===== src/rtl/mmu_bus_pkg.sv =====
// Bus request types shared by the MMU bus controller and its users.
package mmu_bus_pkg;

  typedef enum logic [1:0] {
    BUS_OP_IDLE  = 2'd0,
    BUS_OP_READ  = 2'd1,
    BUS_OP_WRITE = 2'd2
  } bus_op_t;

  typedef enum logic {
    BUS_SIZE_BYTE = 1'b0,
    BUS_SIZE_WORD = 1'b1
  } bus_size_t;

endpackage


===== src/rtl/mmu_bus_ctrl.sv =====
// CPU-to-byte-bus controller: splits byte/word requests into byte transfers.
// Define MMU_HRAM_EN to serve [HRAM_BASE, 16'hFFFE] from internal high RAM.
module mmu_bus_ctrl
  import mmu_bus_pkg::*;
#(
  parameter logic [15:0] HRAM_BASE  = 16'hFF80,
  parameter int unsigned HRAM_DEPTH = 127
) (
  input  logic        clk,
  input  logic        reset,
  input  bus_op_t     req_op,
  input  bus_size_t   req_size,
  input  logic [15:0] req_addr,
  input  logic [15:0] req_wdata,
  output logic        resp_done,
  output logic [15:0] resp_rdata,
  output logic        mem_req,
  output logic        mem_we,
  output logic [15:0] mem_addr,
  output logic [7:0]  mem_wdata,
  input  logic        mem_ack,
  input  logic [7:0]  mem_rdata
);

`ifdef MMU_HRAM_EN
  localparam logic HRAM_ON = 1'b1;
`else
  localparam logic HRAM_ON = 1'b0;
`endif

  typedef enum logic [1:0] {
    IDLE,
    XFER_LO,
    XFER_HI,
    DONE
  } state_t;

  state_t      state_q;
  logic        we_q;
  logic        word_q;
  logic [15:0] addr_q;
  logic [15:0] wdata_q;
  logic [7:0]  lo_q;
  logic        resp_done_q;
  logic [15:0] resp_rdata_q;
  logic        mem_req_q;
  logic        mem_we_q;
  logic [15:0] mem_addr_q;
  logic [7:0]  mem_wdata_q;

  logic [15:0] hi_addr;
  logic [15:0] cur_addr;
  logic        cur_hit;
  logic        byte_ack;
  logic [7:0]  hram_rd;
  logic [7:0]  byte_rd;
  logic [15:0] fin_rdata;

  function automatic logic hram_hit(input logic [15:0] a);
    logic [15:0] off;
    off = a - HRAM_BASE;
    return HRAM_ON && (a >= HRAM_BASE) && (32'(off) < HRAM_DEPTH);
  endfunction

  // addr+1 wraps naturally in 16 bits
  assign hi_addr  = addr_q + 16'd1;
  assign cur_addr = (state_q == XFER_HI) ? hi_addr : addr_q;
  assign cur_hit  = ((state_q == XFER_LO) || (state_q == XFER_HI))
                    && hram_hit(cur_addr);
  assign byte_ack = cur_hit | (mem_req_q & mem_ack);
  assign byte_rd  = cur_hit ? hram_rd : mem_rdata;
  assign fin_rdata = we_q   ? 16'h0000 :
                     word_q ? {byte_rd, lo_q} : {8'h00, byte_rd};

`ifdef MMU_HRAM_EN
  localparam int AW = (HRAM_DEPTH > 1) ? $clog2(HRAM_DEPTH) : 1;

  logic [7:0]    hram_q [HRAM_DEPTH];
  logic [AW-1:0] hram_idx;
  logic [7:0]    cur_wbyte;

  assign hram_idx  = AW'(cur_addr - HRAM_BASE);
  assign cur_wbyte = (state_q == XFER_HI) ? wdata_q[15:8] : wdata_q[7:0];
  assign hram_rd   = hram_q[hram_idx];

  // no reset: contents survive a controller reset
  always_ff @(posedge clk) begin
    if (!reset && cur_hit && we_q) hram_q[hram_idx] <= cur_wbyte;
  end
`else
  assign hram_rd = 8'h00;
`endif

  always_ff @(posedge clk) begin
    if (reset) begin
      state_q      <= IDLE;
      we_q         <= 1'b0;
      word_q       <= 1'b0;
      addr_q       <= 16'h0000;
      wdata_q      <= 16'h0000;
      lo_q         <= 8'h00;
      resp_done_q  <= 1'b0;
      resp_rdata_q <= 16'h0000;
      mem_req_q    <= 1'b0;
      mem_we_q     <= 1'b0;
      mem_addr_q   <= 16'h0000;
      mem_wdata_q  <= 8'h00;
    end else begin
      unique case (state_q)
        IDLE: begin
          if (req_op != BUS_OP_IDLE) begin
            we_q        <= (req_op == BUS_OP_WRITE);
            word_q      <= (req_size == BUS_SIZE_WORD);
            addr_q      <= req_addr;
            wdata_q     <= req_wdata;
            mem_req_q   <= !hram_hit(req_addr);
            mem_we_q    <= (req_op == BUS_OP_WRITE);
            mem_addr_q  <= req_addr;
            mem_wdata_q <= req_wdata[7:0];
            state_q     <= XFER_LO;
          end
        end
        XFER_LO: begin
          if (byte_ack) begin
            lo_q <= byte_rd;
            if (word_q) begin
              mem_req_q   <= !hram_hit(hi_addr);
              mem_addr_q  <= hi_addr;
              mem_wdata_q <= wdata_q[15:8];
              state_q     <= XFER_HI;
            end else begin
              mem_req_q    <= 1'b0;
              mem_we_q     <= 1'b0;
              resp_done_q  <= 1'b1;
              resp_rdata_q <= fin_rdata;
              state_q      <= DONE;
            end
          end
        end
        XFER_HI: begin
          if (byte_ack) begin
            mem_req_q    <= 1'b0;
            mem_we_q     <= 1'b0;
            resp_done_q  <= 1'b1;
            resp_rdata_q <= fin_rdata;
            state_q      <= DONE;
          end
        end
        DONE: begin
          resp_done_q <= 1'b0;
          state_q     <= IDLE;
        end
      endcase
    end
  end

  assign resp_done  = resp_done_q;
  assign resp_rdata = resp_rdata_q;
  assign mem_req    = mem_req_q;
  assign mem_we     = mem_we_q;
  assign mem_addr   = mem_addr_q;
  assign mem_wdata  = mem_wdata_q;

endmodule

===== config.mk =====
export PLATFORM = sky130hd
export DESIGN_NAME = mmu_bus_ctrl
export DESIGN_NICKNAME = d
export VERILOG_FILES = /design/src/rtl/mmu_bus_pkg.sv /design/src/rtl/mmu_bus_ctrl.sv
export SDC_FILE = /design/constraint.sdc
export NUM_CORES = 1
export LEC_CHECK = 0
export BUFFER_PORTS_ARGS = -buffer_cell sky130_fd_sc_hd__buf_2
export CORE_MARGIN = 2
export CORE_UTILIZATION = 53
export CTS_CLUSTER_DIAMETER = 60
export DETAILED_ROUTE_END_ITERATION = 10
export GPL_ROUTABILITY_DRIVEN = 0
export HOLD_SLACK_MARGIN = 0.12
export PLACE_DENSITY = 0.91
export SYNTH_ARGS = -nofsm -noshare
export SYNTH_HDL_FRONTEND = slang
export SYNTH_SLANG_ARGS = --single-unit

===== constraint.sdc =====
create_clock -name clk -period 2.2 [get_ports clk]
set_clock_uncertainty 0.05 [all_clocks]
set_input_delay 0.33 -clock clk [delete_from_list [all_inputs] [get_ports clk]]
set_output_delay 0.33 -clock clk [all_outputs]
set_load 0.05 [all_outputs]

**Yosys cells after proc, flatten, opt, wreduce, memory -nomap -nowiden**

Cells that the tools add are included.

- Flip-flop bits (word level): 87
- Input bits: 46
- Output and inout port bits: 43

- $add $sub $neg: 1
- Equal/unequal tests: 9
- Mux-type cells: 32
- Bitwise logic cells: 1
- Reduce and logical (&&, ||, !) cells: 14

Operators by type and width:

| cell | number |
|---|---|
| $mux 16 | 8 |
| $pmux 16 s2 | 2 |
| $mux 8 | 3 |
| $add 16x1->16 const B | 1 |
| $pmux 8 s2 | 1 |
| $reduce_and 4->1 | 4 |
| $mux 1 | 11 |
| $ne 2x2->1 const B | 5 |
| $pmux 1 s3 | 3 |
| $pmux 2 s4 | 1 |
| $eq 2x2->1 const B | 3 |
| $mux 2 | 3 |
| $reduce_bool 2->1 | 3 |
| $reduce_bool 3->1 | 2 |
| $reduce_and 5->1 | 1 |
| $reduce_and 2->1 | 2 |
| $reduce_and 3->1 | 1 |
| $eq 2x1->1 const B | 1 |
| $logic_not 2->1 | 1 |
| $and 1x1->1 | 1 |

**Depth between registers and ports, before layout**

- Depth after elaboration: 5
- Gate-level depth with buffers: 9
- Mapped depth without buffers: 6

**Worst setup path after synthesis**

No wires, ideal clock.

- Path kind: register to register
- Start point: register mem_req_q, in the netlist mem_req
- End point: register mem_addr_q[15], in the netlist mem_addr[15]
- Setup time: 0.132 ns
- Arrival: 1.768 ns
- Data required time: 2.018 ns
- Path slack: 0.250 ns
- Stages on the path, launching flop included: 6
- Buffers on the path: 1
- Path through: dfxtp_1 nand4_1 a21oi_2 buf_2 mux2i_1 o41ai_2

- Cells in the longest elaborated chain, start to end: 3

Ends and longest elaborated chain:

| element | line | source |
|---|---|---|
| from (decl) | mmu_bus_ctrl.sv:46 | `logic mem_req_q;` |
| from (signal assigned) | mmu_bus_ctrl.sv:116 | `mem_req_q <= !hram_hit(req_addr);` |
| from (signal assigned) | mmu_bus_ctrl.sv:127 | `mem_req_q <= !hram_hit(hi_addr);` |
| $and 1x1->1 | mmu_bus_ctrl.sv:70 | `assign byte_ack = cur_hit \| (mem_req_q & mem_ack);` |
| $ne 2x2->1 (no line) | - |  |
| $reduce_and 4->1 (no line) | - |  |
| to (signal assigned) | mmu_bus_ctrl.sv:118 | `mem_addr_q <= req_addr;` |
| to (signal assigned) | mmu_bus_ctrl.sv:128 | `mem_addr_q <= hi_addr;` |
| to (decl) | mmu_bus_ctrl.sv:48 | `logic [15:0] mem_addr_q;` |

Every way passes these cells.
A chain may end at the register's enable or synchronous reset.

**Worst setup path in the final report**

- Start point: register state_q[1]
- End point: register mem_addr_q[7], in the netlist mem_addr[7]

- Cells in the longest elaborated chain, start to end: 3

Ends and longest elaborated chain:

| element | line | source |
|---|---|---|
| from (decl) | mmu_bus_ctrl.sv:38 | `state_t state_q;` |
| from (signal assigned) | mmu_bus_ctrl.sv:96 | `state_q <= IDLE;` |
| from (signal assigned) | mmu_bus_ctrl.sv:120 | `state_q <= XFER_LO;` |
| from (signal assigned) | mmu_bus_ctrl.sv:130 | `state_q <= XFER_HI;` |
| $eq 2x1->1 / $logic_not 2->1 (equally long branches) | mmu_bus_ctrl.sv:109 | `unique case (state_q)` |
| $ne 2x2->1 (no line) / $reduce_bool 2->1 (equally long branches) | - |  |
| $reduce_and 4->1 (no line) | - |  |

Several ways; a longest one is shown, not always the timed one.

==> impl_results.md <==
* Status: complete, no violations
* Layout cells sized above 1 at 0.249
* Core area at 6720 um^2
* Worst EP required at between 2 and 2.5 ns
* Critical path's slowest cell: dfxtp_1
* Ports at 89
* CTS tree: done
* Non-filler instance count after layout at 599
* ANT nets after route at 0
* Critical Path, Cell by Cell: inv_1 > ha_1 > buf_4 > buf_4 > inv_1 > nor3_1 > o41ai_2
* RSZ-0062 raised after global routing: no
* Top_reg_cell synth: dfxtp_1
* Fin crit share at 0.943
* P&R area growth vs syn at 19.2%
* Final setup fails at 0
* Maximum Capacitance Violations at 0
* Startpoint Class: register
* Most common cell after layout, fill and taps aside: nand2_1
* Syn avg cell area at 8.36 um^2
* Worst stage delay on the critical path at 0.35 ns
* Commonest non-fill, non-tap cells in the layout: nand2_1 (97), buf_2 (88), dfxtp_1 (79)
* Vias at 3413
* FF/Latch Area at 1580 um^2
* Arrival time of the worst setup path at 2.26 ns
* Root buffer cell: clkbuf_8
* H-tree depth at 3
* Register area share after synthesis at 0.435
* Pwr dens at about 1500 nW/um^2
* Initial antenna violation count at 1
* Post-synth EDFFs at 0
* Mapped cell area at 3640 um^2
* Initial Utilization at 0.541
* Die Width at between 80 and 90 um
* Vias in the first global route at 3129
* Synth warn at 0
* CP Buf/Inv Count at 4
* Drt wl/cell at 14.9 um
* DP HPWL at ~6.1 mm
* Worst rel slew slack at 0.303
* Worst-path clk slew at 0.09 ns
* Hold WC Path Type: in2reg
* Dpl cells at 583
* Yosys cell types at 46
* # DRC at 0
* Overall routing resource usage at 0.235
* Fin crit period at 2.07 ns
* Number of DRC markers in iteration 0 at approximately 190
* Register bit count reported by yosys at 79
* First-pass GRT wire length at between 10 and 15 mm
* Clock buffer depth at 2
* Clk_lat worst skew at 0.36 ns
* Async S/R FF share, synth at 0
* CTS Buf Count at 9
* Final net count at 566
* Worst vdd ir at 0.000669 V
* Post-Route WL at about 8.9 mm
* Fmax achieved at roughly 480 MHz
* Measured slew at the worst slew-check pin at 1.05 ns
* Hold Vio Cnt, Final at 0
* Pins over their slew limit at 0
* Post-DR vias/cell at 5.70
* CP Max Fanout at 29
* Clock Sinks at about 80
* Diodes inserted at 0
* Mapped Nets at around 490
* Largest delay share family, worst path: buffers and inverters
* Chip Height at just under 90 um
* Post-Synthesis Cells at roughly 440
* Drt pass-1 iters at 5
* Setup TNS at 0 ns
* Num rows at 30
* Multi-input logic area at 1900 um^2
* Die area at about 7500 um^2
* PortBufs at 88
* Largest net degree at the start of global routing at 30
* Setup CP Type: reg2reg
* Post CTS Setup Buffer Count at 0
* Fill count at 551
* Crit. End Element: register
* Grt ovf at 0
* Pleak at 1.76 nW
[per-layer routing]
layer	global-route usage	wire (um)	up-vias
met4	0.0838	135	0
met2	0.387	4350	141
met3	0.0619	730	13
met5	0	0	-
met1	0.296	3720	1583
li1	-	-	1676
[cell usage after synthesis (all sizes together) (4+ instances only)]
| master | instances | area, um^2 |
|---|---|---|
| o21ai | 10 | 50.0 |
| dfxtp | 79 | 1580 |
| o41ai | 4 | 65.1 |
| nor4 | 6 | 37.5 |
| nand3 | 14 | 70.1 |
| nor3 | 8 | 40.0 |
| or3 | 10 | 62.6 |
| a211oi | 13 | 97.6 |
| clkbuf | 18 | 68.8 |
| inv | 6 | 22.5 |
| xnor2 | 8 | 70.1 |
| mux2i | 20 | 200 |
| a21oi | 63 | 323 |
| nand4 | 5 | 52.6 |
| ha | 6 | 75.1 |
| buf | 12 | 77.6 |
| nand2 | 97 | 364 |
| a221oi | 6 | 65.1 |
| nor2 | 23 | 86.3 |
[report_power, final]
part	total (W)	switching (W)	internal (W)	leakage (nW)
Clock	0.00103	0.000573	0.000456	0.0875
Combinational	0.00330	0.00225	0.00105	1.02
Sequential	0.00213	0.000307	0.00182	0.647
Total	0.00646	0.00313	0.00333	1.76
[metrics by stage]
step | total power, W | area (um^2) | hold slack, ns | utilization | worst slack [ns]
2_1_floorplan | 0.00464 | 3640 | 0.380 | - | 0.250
3_3_place_gp | 0.00523 | 4120 | 0.387 | 0.614 | 0.188
3_5_place_dp | 0.00535 | 4120 | 0.393 | 0.614 | 0.0731
4_1_cts | 0.00639 | 4310 | 0.142 | 0.642 | 0.0600
5_1_grt | 0.00683 | 4340 | 0.142 | 0.645 | 0.00354
6_report | 0.00646 | 4340 | 0.149 | 0.645 | 0.126
[state kept, by name, summed over array words and instances (netlist names)]
signal,cells
mem_req,1
state_q,2
we_q,1
word_q,1
wdata_q,8
lo_q,8
mem_we,1
mem_wdata,8
mem_addr,16
resp_done,1
resp_rdata,16
addr_q,16
[worst register-to-register path: stages (launching register included)]
cell and delay, ns:
dfxtp_1 0.35, inv_1 0.09, ha_1 0.25, buf_4 0.17, buf_4 0.33, inv_1 0.30
nor3_1 0.31, o41ai_2 0.10
[worst paths after layout]
| check | start | end | slack (ns) | cells after the start |
|---|---|---|---|---|
| max | state_q[1] | mem_addr[7] | 0.13 | 7 |
| min | req_wdata[10] | wdata_q[10] | 0.15 | 3 |
| max reg2reg | state_q[1] | mem_addr[7] | 0.13 | 7 |
| min reg2reg | resp_rdata[1] | resp_rdata[1] | 0.41 | 2 |
[cell families after synthesis]
group	share of synthesized area
buffers and inverters	0.0464
multiplexers	0.0550
flip-flops	0.435
AO/OA/AOI/OAI	0.194
XOR/XNOR	0.0241
adder cells (fa/ha/maj)	0.0206
AND/OR/NAND/NOR	0.225
[timing repair]
item	in CTS	in global routing
gates resized for setup	0	5
hold buffers	0	0
endpoints found under the setup margin	0	16
[layout make-up]
class / instances / share of cell area
clock buffer: 10 / 0.0317
clock inverter: 6 / 0.0118
inverter: 6 / 0.00519
multi-input combinational: 320 / 0.439
sequential: 79 / 0.365
tap: 80 / 0.0231
timing repair buffer: 98 / 0.125
No activity file was read; power rests on OpenSTA's default activity.
